<file path="src/rtl/multicycle_controller.sv">
// multicycle_controller: control FSM for a multicycle RISC-V core that shares
// one ALU and one unified memory across the phases of each instruction.
// Drives datapath selects, handshakes with memory (with a watchdog) and
// counts retired instructions.
module multicycle_controller #(
    parameter int MAX_WAIT = 16,
    parameter int CNT_W    = 32
) (
    input  logic             clk,
    input  logic             rst,
    input  logic [6:0]       opcode,
    input  logic             zero,
    input  logic             mem_ready,
    output logic             mem_req,
    output logic             mem_write,
    output logic             adr_src,
    output logic             ir_write,
    output logic             pc_write,
    output logic             reg_write,
    output logic [1:0]       alu_src_a,
    output logic [1:0]       alu_src_b,
    output logic [1:0]       alu_op,
    output logic [1:0]       result_src,
    output logic             illegal_op,
    output logic             bus_error,
    output logic [3:0]       state_o,
    output logic [CNT_W-1:0] retire_count
);

    localparam logic [6:0] OP_LW  = 7'b0000011;
    localparam logic [6:0] OP_SW  = 7'b0100011;
    localparam logic [6:0] OP_R   = 7'b0110011;
    localparam logic [6:0] OP_I   = 7'b0010011;
    localparam logic [6:0] OP_BEQ = 7'b1100011;

    // Wait counter only needs to reach MAX_WAIT-1; the timeout fires on the
    // cycle that would bring it to MAX_WAIT.
    localparam int                WAIT_W    = (MAX_WAIT > 0) ? $clog2(MAX_WAIT + 1) : 1;
    localparam logic [WAIT_W-1:0] WAIT_LAST = WAIT_W'((MAX_WAIT > 0) ? MAX_WAIT - 1 : 0);
    localparam logic              WDOG_EN   = (MAX_WAIT > 0);

    typedef enum logic [3:0] {
        S_FETCH    = 4'd0,
        S_DECODE   = 4'd1,
        S_MEMADR   = 4'd2,
        S_MEMREAD  = 4'd3,
        S_MEMWB    = 4'd4,
        S_MEMWRITE = 4'd5,
        S_EXEC_R   = 4'd6,
        S_EXEC_I   = 4'd7,
        S_ALUWB    = 4'd8,
        S_BRANCH   = 4'd9,
        S_HALT     = 4'd10
    } state_t;

    state_t            state_q, state_d;
    logic [WAIT_W-1:0] wait_q, wait_d;
    logic [CNT_W-1:0]  retire_q, retire_d;
    logic              bus_error_q, bus_error_d;
    logic              req_raw;
    logic              timeout;
    logic              retire;

    // Request states, independent of the reset mask so the watchdog sees them.
    assign req_raw = (state_q == S_FETCH) || (state_q == S_MEMREAD) || (state_q == S_MEMWRITE);
    assign timeout = WDOG_EN && req_raw && !mem_ready && (wait_q == WAIT_LAST);

    assign state_o      = state_q;
    assign bus_error    = bus_error_q;
    assign retire_count = retire_q;

    // Next state, Moore control decode, and retire strobe; all controls masked in reset.
    always_comb begin
        state_d    = state_q;
        retire     = 1'b0;
        mem_req    = 1'b0;
        mem_write  = 1'b0;
        adr_src    = 1'b0;
        ir_write   = 1'b0;
        pc_write   = 1'b0;
        reg_write  = 1'b0;
        alu_src_a  = 2'b00;
        alu_src_b  = 2'b00;
        alu_op     = 2'b00;
        result_src = 2'b00;
        illegal_op = 1'b0;
        case (state_q)
            S_FETCH: begin
                mem_req    = 1'b1;
                alu_src_b  = 2'b10;
                result_src = 2'b10;
                if (mem_ready) begin
                    ir_write = 1'b1;
                    pc_write = 1'b1;
                    state_d  = S_DECODE;
                end
            end
            S_DECODE: begin
                // Branch target (oldPC + imm) lands in ALUOut for BRANCH.
                alu_src_a = 2'b01;
                alu_src_b = 2'b01;
                case (opcode)
                    OP_LW, OP_SW: state_d = S_MEMADR;
                    OP_R:         state_d = S_EXEC_R;
                    OP_I:         state_d = S_EXEC_I;
                    OP_BEQ:       state_d = S_BRANCH;
                    default: begin
                        illegal_op = 1'b1;
                        state_d    = S_FETCH;
                    end
                endcase
            end
            S_MEMADR: begin
                alu_src_a = 2'b10;
                alu_src_b = 2'b01;
                state_d   = (opcode == OP_LW) ? S_MEMREAD : S_MEMWRITE;
            end
            S_MEMREAD: begin
                mem_req = 1'b1;
                adr_src = 1'b1;
                if (mem_ready) state_d = S_MEMWB;
            end
            S_MEMWB: begin
                result_src = 2'b01;
                reg_write  = 1'b1;
                retire     = 1'b1;
                state_d    = S_FETCH;
            end
            S_MEMWRITE: begin
                mem_req   = 1'b1;
                mem_write = 1'b1;
                adr_src   = 1'b1;
                if (mem_ready) begin
                    retire  = 1'b1;
                    state_d = S_FETCH;
                end
            end
            S_EXEC_R: begin
                alu_src_a = 2'b10;
                alu_op    = 2'b10;
                state_d   = S_ALUWB;
            end
            S_EXEC_I: begin
                alu_src_a = 2'b10;
                alu_src_b = 2'b01;
                alu_op    = 2'b10;
                state_d   = S_ALUWB;
            end
            S_ALUWB: begin
                reg_write = 1'b1;
                retire    = 1'b1;
                state_d   = S_FETCH;
            end
            S_BRANCH: begin
                alu_src_a = 2'b10;
                alu_op    = 2'b01;
                pc_write  = zero;
                retire    = 1'b1;
                state_d   = S_FETCH;
            end
            S_HALT: state_d = S_HALT;
            default: state_d = S_FETCH;
        endcase
        if (timeout) state_d = S_HALT;
        if (rst) begin
            mem_req    = 1'b0;
            mem_write  = 1'b0;
            adr_src    = 1'b0;
            ir_write   = 1'b0;
            pc_write   = 1'b0;
            reg_write  = 1'b0;
            alu_src_a  = 2'b00;
            alu_src_b  = 2'b00;
            alu_op     = 2'b00;
            result_src = 2'b00;
            illegal_op = 1'b0;
        end
    end

    // Watchdog count, sticky bus error, and wrapping retire counter.
    always_comb begin
        wait_d      = (req_raw && !mem_ready && state_d == state_q) ? wait_q + WAIT_W'(1) : '0;
        bus_error_d = bus_error_q | timeout;
        retire_d    = retire ? retire_q + CNT_W'(1) : retire_q;
    end

    // State and counters; reset has priority so an abandoned instruction never retires.
    always_ff @(posedge clk) begin
        if (rst) begin
            state_q     <= S_FETCH;
            wait_q      <= '0;
            retire_q    <= '0;
            bus_error_q <= 1'b0;
        end else begin
            state_q     <= state_d;
            wait_q      <= wait_d;
            retire_q    <= retire_d;
            bus_error_q <= bus_error_d;
        end
    end

endmodule

</file>
<file path="config.mk">
export PLATFORM = sky130hd
export DESIGN_NAME = multicycle_controller
export DESIGN_NICKNAME = d
export VERILOG_FILES = /design/src/rtl/multicycle_controller.sv
export SDC_FILE = /design/constraint.sdc
export NUM_CORES = 1
export LEC_CHECK = 0
export BUFFER_PORTS_ARGS = -buffer_cell sky130_fd_sc_hd__clkbuf_2
export CORE_UTILIZATION = 49
export DETAILED_ROUTE_END_ITERATION = 10
export PLACE_DENSITY = 0.82
export SLEW_MARGIN = 15
export SYNTH_ARGS = -nofsm -noshare
export SYNTH_HDL_FRONTEND = slang
export SYNTH_SLANG_ARGS = --single-unit
</file>
<file path="constraint.sdc">
create_clock -name clk -period 3.4 [get_ports clk]
set_input_delay 0.34 -clock clk [delete_from_list [all_inputs] [get_ports clk]]
set_output_delay 0.34 -clock clk [all_outputs]
set_load 0.02 [all_outputs]
</file>
-- After elaboration in Yosys (flattened, before gate mapping)
Index checks and enable logic that the tools add are counted.
- register bits after elaboration: 42
- output and inout port bits: 52
- logic and storage cells: 74
- add/sub/neg operators: 2
- equality and inequality tests: 17
- muxes and demuxes: 32
- bitwise operators: 2
- reduce and logical (&&, ||, !) cells: 17
- operator list (operator ; count):
    $add 32x1->32 const B ; 1
    $pmux 4 s7 ; 1
    $eq 4x3->1 const B ; 4
    $mux 4 ; 4
    $pmux 2 s2 ; 4
    $pmux 4 s4 ; 1
    $mux 1 ; 15
    $eq 7x6->1 const B ; 2
    $eq 4x4->1 const B ; 3
    $reduce_or 2->1 ; 5
    $reduce_or 3->1 ; 3
    $eq 4x2->1 const B ; 2
    $mux 2 ; 4
    $eq 7x2->1 const B ; 1
    $eq 7x5->1 const B ; 1
    $eq 7x7->1 const B ; 1
    $add 5x1->5 const B ; 1
    $eq 5x4->1 const B ; 1
    $reduce_or 5->1 ; 1
    $eq 4x1->1 const B ; 1
    $eq 4x4->1 ; 1
    $logic_not 4->1 ; 1
    $pmux 1 s2 ; 2
    $reduce_or 4->1 ; 1
    6 further kinds ; 9

-- Logic depth before layout (Yosys ltp)
Gate-level depths: netlist of the first run.
- word-level depth: 10
- depth in mapped cells: 8
- gate-level depth less buffers: 7

-- Worst setup path after synthesis of the first run
No wires, ideal clock.
- path type: flip-flop to output port
- start: reg state_q[0] (netlist: state_o[0])
- end: out pc_write
- arrival: 2113 ps
- required time: 3060 ps
- path slack: 947 ps
- cell stages (with the launch flop): 6
- buffers on the path: 1
- cell sequence: dfxtp_1 clkbuf_1 or3_1 nor3_1 and2_1 a21o_1
- word-level cells in the longest chain between the ends: 3
- elaborated cells on any way between the ends: 4
- those cells by class: 1 x eq/ne; 2 x mux; 1 x reduce/logical
- RTL lines (what ; line ; text):
    from (decl) ; 56 ; state_t state_q, state_d;
    from (signal assigned) ; 195 ; state_q <= state_d;
    $eq 4x4->1 or $logic_not 4->1 (tied branches) ; 87 ; case (state_q)
    $pmux 1 s2 * ; 87 ;
    $mux 1 * ; 165 ; if (rst) begin
    to (decl) ; 18 ; output logic pc_write,
Every way passes the cells marked *; elsewhere a longest branch is shown, timed or not.

-- Worst setup path after layout of the first run
- start: reg state_q[2] (netlist: state_o[2])
- end: reg retire_q[26] (netlist: retire_count[26])
- word-level cells in the longest chain between the ends: 3
- elaborated cells on any way between the ends: 6
- those cells by class: 4 x eq/ne; 1 x mux; 1 x reduce/logical
- RTL lines (what ; line ; text):
    $eq 4x4->1 or $eq 4x3->1 (tied branches) ; 87 ;
    $reduce_or 3->1 (no line) ; -- ;
    $pmux 1 s2 * ; 87 ;
    to (signal assigned) ; 197 ; retire_q <= retire_d;
    to (decl) ; 58 ; logic [CNT_W-1:0] retire_q, retire_d;
Marked as above.
A chain may end at the register's enable or synchronous reset.

==> metrics.cfg, run 1 <==
[placed_design]
place.gp.congestion = 0.848
numPortBuffers = 62
placed_cell_area_mm2 = 0.00262
place_hpwl_mm = 3.59

[critical_path]
endpoint_kind = register
reg2reg_slack_ps = 1000
max_stage_delay_ps = 670
crit_end = retire_count[26]$_SDFFE_PP0P_
arrival_ps = 2650
critPathMaxFanout = 26
crit_top_cell = or3_1
crit_type = register to register
cp.required_ps = 3650
path_depth = 5
crit_family = simple AND/OR/NAND/NOR gates
worst_setup_path_start_kind = register
path_cells = nand2b_1 > o21a_1 > or3_1 > or3_1 > a21oi_1
rr_startpoint = state_o[2]$_SDFF_PP0_
critical-path-slowest-cell = dfxtp_1
worst_r2r_path_depth = 5
crit_start = state_o[2]$_SDFF_PP0_
crit_buf_inv = 0
r2r-end = retire_count[26]$_SDFFE_PP0P_

[synth]
synth_edf_count = 0
syn_area_mm2 = 0.00231
yosysWarnings = 0
yosysUniqueCellTypes = 43
ys_ff_latch = 42
synth_top_area_share_pct = 36.5
synthFlopType = dfxtp_1
netlist_instances = 296
synth.area.top_cells = dfxtp_1 (36%), xnor2_1 (9.5%), nor2_1 (8.5%)
yosysSeqAreaShare_pct = 36.5
synth.largest_area_cell = dfxtp_1
async_flop_share_pct = 0
synth.avg_cell_area_um2 = 7.79
synth_fp_nets = 310

[cells_and_area]
drive_above_1_share_pct = 22.5
area_delta_synth_final_pct = 18.5
nFillCells = 408
fin_nets = 364
diodes = 0
stdcell_area_mm2 = 0.00273

[sta]
finalSetupViolCount = 0
skew_ps = 12.2
hold_ws_ps = 327
fin_crit_ps = 2400
max_freq_ghz = 0.417
hold_viol = 0
relSlewSlack_pct = 44.0
worstMarginPinSlew_ps = 840
period_share_pct = 70.6
slew_viol_final = 0
tns_ps = 0
rsz0062_at_grt = false

[die]
ios = 63
initial_core_util_pct = 51.9
core-area_mm2 = 0.00444
chipWidth_um = 70.6
dieArea_mm2 = 0.00498
die_h_um = 70.6
placementRows = 24

[pwr]
cell_internal_pwr_mw = 0.731
leakage_nw = 1.04
p_per_area_mw_per_mm2 = 349
p_sw_share_pct = 23.2
power.switching_mw = 0.221
pwr-share-clk_pct = 42.1
pwr-share-comb_pct = 5.7
p_seq_share_pct = 52.2
ir_worst_vdd_v = 0.000169

[drt]
drt_wl_total_mm = 5.17
drc_errors = 10
drt_iter0_drc = 178
dr.pass1.iters = 7
vias = 2243
vias_per_cell = 5.57
ant_nets = 0
wl_per_cell_um = 12.8

[clock_tree]
clk_latency_ps = 310
cts_resized = 0
cts_tree = yes
cts_root_buf = clkbuf_8
cts.sinks = 42
htree_levels = 2
postCtsHoldBufs = 0
path_clk_slew_ps = 80
post_cts_buffers = 0
cts_buffer_depth = 2
numCtsBuffers = 5

[global_routing]
grt_max_degree = 45
grt_overflow = 0
grt_pass1_vias = 1931
grtUsageTotal_pct = 21.3
antenna_found_initial = 0
grt_pass1_wl_mm = 8.55

[hold_path]
hp-class = input pin to register

[status]
outcome = complete, but fails checks
violations = design-rule violations

[job]
max_cap_viol_count = 0

## cells in the mapped netlist, drive strengths merged, types with 2 or more instances
| cell type | instances |
|---|---|
| or3 | 6 |
| buf | 9 |
| nor3 | 13 |
| a22oi | 2 |
| and3 | 4 |
| inv | 10 |
| nand2 | 16 |
| o21ai | 9 |
| nor2b | 7 |
| xnor2 | 25 |
| or2 | 2 |
| a31o | 2 |
| ha | 3 |
| dfxtp | 42 |
| nand4 | 8 |
| nor3b | 2 |
| or4b | 3 |
| nand2b | 4 |
| and2 | 2 |
| xor2 | 3 |
| a21oi | 17 |
| and4 | 3 |
| nor4b | 2 |
| clkbuf | 7 |
| o31ai | 3 |
| nand3 | 13 |
| nor4 | 16 |
| nor2 | 52 |
| o21a | 2 |
## cell families after synthesis
logic type | count (synthesis) | synth area share, %
XOR/XNOR | 28 | 10.6
buffers and inverters | 26 | 4.50
AO/OA/AOI/OAI | 39 | 10.1
flip-flops | 42 | 36.5
adder cells (fa/ha/maj) | 3 | 1.63
multiplexers | 1 | 0.488
AND/OR/NAND/NOR | 157 | 36.2
## stage by stage
| stage | worst slack (ps) | std cells | power (mW) | utilization, % |
|---|---|---|---|---|
| floorplan | 947 | 296 | 0.544 | - |
| global placement | 1140 | 395 | 0.562 | 59.0 |
| detailed placement | 1080 | 395 | 0.563 | 59.0 |
| CTS | 1010 | 403 | 0.959 | 61.5 |
| global route | 777 | 403 | 0.983 | 61.5 |
| finish | 999 | 403 | 0.953 | 61.5 |
## power by group through the flow
stage	clock, mW	sequential, mW	combinational, mW
after floorplan	0	0.508	0.0360
after global placement	0	0.509	0.0536
after detailed placement	0	0.509	0.0541
after CTS	0.407	0.497	0.0543
after global routing	0.425	0.498	0.0601
final	0.401	0.497	0.0541
## worst min-delay path by stage
stage	depth (start not counted)	end	start
floorplan	1	wait_q[0]$_SDFF_PP0_	wait_q[0]$_SDFF_PP0_
global placement	1	wait_q[0]$_SDFF_PP0_	wait_q[0]$_SDFF_PP0_
detailed placement	1	wait_q[0]$_SDFF_PP0_	wait_q[0]$_SDFF_PP0_
CTS	3	state_o[2]$_SDFF_PP0_	opcode[4]
global route	3	state_o[2]$_SDFF_PP0_	opcode[4]
finish	3	state_o[2]$_SDFF_PP0_	opcode[4]
## layout make-up
class                      count  area [µm²]  area share [%]
clock inverter                 2        37.5            1.37
multi-input combinational    228        1360            49.8
clock buffer                   6        72.6            2.66
inverter                      10        37.5            1.37
timing repair buffer          63         318            11.6
sequential                    42         841            30.8
tap                           52        65.1            2.38
## cells in the final DEF (no fill, tap or decap), drive strengths merged, types with 2 or more instances in the layout
cell type and n:
dfxtp 42, a22oi 2, nand3 13, or3 6
and2 2, nor3 13, o21a 2, nor2b 7
nand2b 4, a21oi 17, xnor2 25, nand4 8
and3 4, nand2 16, xor2 3, o21ai 9
and4 3, o31ai 3, clkbuf 68, or2 2
ha 3, nor4 16, inv 10, a31o 2
nor4b 2, nor2 52, nor3b 2, or4b 3
## state kept, by name (all words and copies together) (netlist names)
signal,count
retire_count,32
bus_error,1
wait_q,5
state_o,4
## tightest hold or removal path, cell delays in order
cell,delay [ps]
clkbuf_2,110
a21oi_1,60
nor2b_1,90
## per-layer routing
layer,wire (µm),track usage (%)
met2,2280,33.1
met5,0,0
met3,372,5.84
met1,2440,28.5
met4,71,8.22
No activity file was read; power rests on OpenSTA's default activity.
==> run 2: changes to the inputs <==
CORE_UTILIZATION = 47   (was 49)
PLACE_DENSITY = 0.83   (was 0.82)
clock period = 1.95 ns   (was 3.4 ns; I/O delays follow)
==> run 2 against run 1 <==
The flow finishes with violations (negative setup slack). Clock skew down 8.1 ps. Register-to-register slack got worse by 920 ps. Via count up 9.3%. Critical path depth is 1 higher. Sequential power increased by 73%. Sequential cell count did not move. Largest cell class unchanged. Highest routed layer unchanged.
==> metrics.cfg, run 2 (same netlist as run 1, synthesis figures left out) <==
[drt]
vias_per_cell = 5.42
drt_wl_total_mm = 6.11
ant_nets = 0
drt_iter0_drc = 115
vias = 2452
dr.pass1.iters = 4
drc_errors = 0
wl_per_cell_um = 13.5

[clock_tree]
htree_levels = 2
clk_latency_ps = 290
numCtsBuffers = 5
path_clk_slew_ps = 80
cts_root_buf = clkbuf_8
cts_tree = yes
postCtsHoldBufs = 0
cts_buffer_depth = 2
cts.sinks = 42

[hold_path]
min-delay-start = opcode[4]
hp-class = input pin to register

[sta]
max_freq_ghz = 0.507
period_share_pct = 101
relSlewSlack_pct = 74.9
fin_crit_ps = 1970
skew_ps = 4.10
finalSetupViolCount = 1
slew_viol_final = 0
worstMarginPinSlew_ps = 373
fin_ws_ps = -21.5
hold_viol = 0
rsz0062_at_grt = true

[critical_path]
critPathMaxFanout = 7
cp.required_ps = 1750
critical-path-slowest-cell = or3_4
arrival_ps = 1780
path_cells = buf_6 > or3_4 > nor3_4 > and2_4 > a21o_1 > buf_6
rr_startpoint = state_o[2]$_SDFF_PP0_
crit_type = register to output pin
crit_start = state_o[1]$_SDFF_PP0_
worst_setup_path_start_kind = register
max_stage_delay_ps = 410
crit_top_cell = buf_6
endpoint_kind = output pin

[status]
violations = negative setup slack
outcome = complete, but fails checks

[die]
dieArea_mm2 = 0.00519
core-area_mm2 = 0.00472
ios = 63
die_h_um = 72.0
placementRows = 25
initial_core_util_pct = 48.8
chipWidth_um = 72.0

[global_routing]
antenna_found_initial = 0
grt_pass1_wl_mm = 9.67
grt_max_degree = 36
grt_pass1_vias = 2244
grtUsageTotal_pct = 23.3
grt_overflow = 0

[cells_and_area]
most-common-layout-cells = clkbuf_2 (58), nor2_1 (51), buf_4 (36)
largest_reg_flops = 32
mostFrequentLayoutCell = clkbuf_2
fin_nets = 400
stdcell_area_mm2 = 0.00312
diodes = 0
drive_above_1_share_pct = 35.1
area_delta_synth_final_pct = 35.4

[pwr]
power.total_mw = 1.54
leakage_nw = 1.25
ir_worst_vdd_v = 0.000441
p_per_area_mw_per_mm2 = 495

[placed_design]
place_hpwl_mm = 4.17
placed_cell_area_mm2 = 0.00289
place.gp.congestion = 0.820
numPortBuffers = 62

[job]
max_cap_viol_count = 0

-- run 2: final cells by class --
type	instances	area, µm²
Tap cell	67	83.8
Inverter	10	37.5
Multi-Input combinational cell	228	1460
Fill cell	394	1600
Clock buffer	6	82.6
Sequential cell	42	855
Timing Repair Buffer	99	607
-- run 2: power by group --
| group | total (mW) | internal, mW | leakage, nW | switching (mW) |
|---|---|---|---|---|
| Combinational | 0.126 | 0.0517 | 0.863 | 0.0742 |
| Sequential | 0.862 | 0.858 | 0.343 | 0.00341 |
| Clock | 0.557 | 0.273 | 0.0431 | 0.283 |
-- run 2: final timing paths --
path	to	slack [ps]	cells past startpoint
worst max-delay path	pc_write	-20	6
worst min-delay path	state_o[2]$_SDFF_PP0_	250	3
worst max register to register	retire_count[31]$_SDFFE_PP0P_	80	5
worst min register to register	wait_q[0]$_SDFF_PP0_	450	1
-- run 2: worst max-delay path, delay by kind of cell, from the launching register on --
family | cells | cell delay, ps
DFF | 1 | 370
and+or+nand+nor | 3 | 780
AOI/OAI and AO/OA | 1 | 90
buffers and inverters | 2 | 240
-- run 2: repair_timing --
action                     4_1_cts  5_1_grt
buffers inserted                 0        6
setup endpoints to repair        8       16
gates resized for setup          7       22
pin swaps                        0        4
-- run 2: through the flow --
| step | instances | setup slack [ps] | hold slack, ps | TNS [ps] | util (%) |
|---|---|---|---|---|---|
| finish | 452 | -21.5 | 249 | -21.5 | 66.1 |
| global route | 452 | -91.7 | 258 | -287 | 66.1 |
| CTS | 446 | -21.9 | 245 | -21.9 | 63.3 |
| detailed placement | 440 | -73.2 | 440 | -209 | 61.1 |
| global placement | 440 | 31.9 | 427 | 0 | 61.1 |
| floorplan | 296 | -9.76 | 358 | -9.76 | - |
-- run 2: metal layers --
layer  vias up  GRT usage [%]  share of wire [%]
li1       1220              -                  -
met4         0           6.97               0.83
met2        70           40.9                 50
met1      1155           28.8                 45
met3         7           4.72                3.9
met5         -              0                  0
==> run 3: changes to the inputs <==
ABC_AREA = 1   (was not set)
CORE_UTILIZATION = 49   (was 47)
PLACE_DENSITY = 0.84   (was 0.83)
SETUP_SLACK_MARGIN = 0.2   (was not set)
==> run 3 against run 2 <==
The flow now finishes without violations. Global-route usage increased by 1.5 points. Die area increased by 12%. Register-to-register slack improved by 210 ps. First-iteration DRC count increased by 120%.
==> metrics.cfg, run 3 <==
[critical_path]
cp.required_ps = 2180
path_cells = ha_2 > inv_1 > nor2_4 > nand2_2 > nor2_1 > xor2_1 > nand2_1 > a21oi_1
worst_setup_path_start_kind = register
arrival_ps = 1880
endpoint_kind = register
crit_type = register to register
worst_r2r_path_depth = 8
max_stage_delay_ps = 400
critical-path-slowest-cell = dfxtp_1
critPathMaxFanout = 6

[global_routing]
grt_overflow = 0
grtUsageTotal_pct = 24.8
grt_max_degree = 23
antenna_found_initial = 0
grt_pass1_wl_mm = 11.8
grt_pass1_vias = 2727

[drt]
drt_wl_total_mm = 7.04
ant_nets = 0
wl_met3_um = 472
routedLengthMet1_mm = 3.00
vias = 3022
dr.pass1.iters = 5
wl_per_cell_um = 11.8
drc_errors = 0
wl_met2_mm = 3.42
drt_iter0_drc = 253
top_layer = met4
vias_per_cell = 5.05

[die]
ios = 63
chipWidth_um = 76.4
core-area_mm2 = 0.00520
initial_core_util_pct = 52.1
placementRows = 26
die_h_um = 76.4
dieArea_mm2 = 0.00584

[synth]
synth.avg_cell_area_um2 = 5.81
yosysSeqAreaShare_pct = 31.0
syn_area_mm2 = 0.00271
synth_fp_nets = 481
synth.largest_area_cell = dfxtp_1
ys_ff_latch = 42
synth_top_area_share_pct = 31.0
yosysUniqueCellTypes = 29
synth_most_common_cell = nand2_1
synth.area.top_cells = dfxtp_1 (31%), nand2_1 (24%), nor2_1 (11%)
netlist_instances = 467
synth_common_cells = nand2_1 (170), nor2_1 (80), inv_1 (53), dfxtp_1 (42), a21oi_1 (31)
synthFlopType = dfxtp_1
yosysWarnings = 0
async_flop_share_pct = 0
synth_edf_count = 0

[clock_tree]
cts_tree = yes
path_clk_slew_ps = 80
numCtsBuffers = 5
cts_root_buf = clkbuf_8
clk_latency_ps = 290
cts_buffer_depth = 2
htree_levels = 2
cts.sinks = 42

[cells_and_area]
regArea_um2 = 847
drive_above_1_share_pct = 19.8
diodes = 0
multi_input_area_mm2 = 0.00164
area_delta_synth_final_pct = 18.1
mostFrequentLayoutCell = nand2_1
fin_cells = 599
nFillCells = 504
fin_nets = 543
largest_reg_flops = 32
most-common-layout-cells = nand2_1 (169), nor2_1 (76), clkbuf_2 (60)

[sta]
hold_ws_ps = 263
max_freq_ghz = 0.604
hold_viol = 0
relSlewSlack_pct = 71.9
tns_ps = 0
period_share_pct = 84.9
slew_viol_final = 0
skew_ps = 7.96
worstMarginPinSlew_ps = 421
finalSetupViolCount = 0
rsz0062_at_grt = true
fin_crit_ps = 1660

[job]
max_cap_viol_count = 0

[placed_design]
place.gp.congestion = 0.914
numPortBuffers = 62
place_hpwl_mm = 5.35
placed_cells = 591

[pwr]
p_per_area_mw_per_mm2 = 469
power.total_mw = 1.50
ir_worst_vdd_v = 0.000302
leakage_nw = 1.39

[hold_path]
hp-class = input pin to register
hold_depth = 5

[status]
outcome = complete, no violations

[run 3: cells by family (layout without fill, tap and decap cells)]
| kind of cell | Yosys count | count (layout) | share of synthesized area [%] |
|---|---|---|---|
| AO/OA/AOI/OAI | 46 | 46 | 8.76 |
| XOR/XNOR | 9 | 9 | 2.91 |
| adder cells (fa/ha/maj) | 3 | 3 | 1.38 |
| buffers and inverters | 67 | 129 | 9.82 |
| flip-flops | 42 | 42 | 31.0 |
| AND/OR/NAND/NOR | 300 | 300 | 46.1 |
[run 3: layer usage]
layer / vias up / global-route usage [%]
met4: 0 / 9.62
met2: 104 / 42.5
met1: 1340 / 29.7
met5: - / 0
li1: 1558 / -
met3: 20 / 5.99
[run 3: metrics by stage]
step	utilization (%)	setup WS (ps)	area, µm²
floorplan	-	322	2710
global placement	59.1	362	3080
detailed placement	59.1	285	3080
CTS	60.7	237	3160
global route	61.5	195	3200
finish	61.5	294	3200
[run 3: path summary, 6_finish.rpt]
kind | start | slack [ps] | end
worst min-delay path | opcode[4] | 260 | state_o[2]$_SDFF_PP0_
worst max-delay path | retire_count[1]$_SDFFE_PP0P_ | 290 | retire_count[16]$_SDFFE_PP0P_
worst max register to register | retire_count[1]$_SDFFE_PP0P_ | 290 | retire_count[16]$_SDFFE_PP0P_
worst min register to register | wait_q[0]$_SDFF_PP0_ | 440 | wait_q[0]$_SDFF_PP0_
[run 3: report_power, final]
part	leakage, nW	total (mW)	internal (mW)	switching [mW]
clock	0.0383	0.534	0.247	0.287
sequential	0.341	0.865	0.861	0.00412
combinational	1.01	0.103	0.0325	0.0706
[run 3: cell type report]
| type | instances | share of cell area, % |
|---|---|---|
| multi-input cells | 358 | 51.1 |
| flip-flops and latches | 42 | 26.4 |
| repair buffers | 66 | 10.7 |
| inverters | 56 | 6.64 |
| well taps | 70 | 2.73 |
| clock buffers | 7 | 2.38 |
[run 3: critical path: cells and delay by family (launching register included)]
family / cells / cell delay (ps)
buffers and inverters: 1 / 80
AND/OR/NAND/NOR: 4 / 580
XOR/XNOR: 1 / 150
adder cells (fa/ha/maj): 1 / 240
AO/OA/AOI/OAI: 1 / 140
flip-flops: 1 / 400
[run 3: repair_timing]
| item | 4_1_cts | 5_1_grt |
|---|---|---|
| endpoints found under the setup margin | 1 | 23 |
| hold buffers | 0 | 0 |
| buffers inserted | 0 | 1 |
| gates resized for setup | 2 | 18 |
| pin swaps | 0 | 2 |
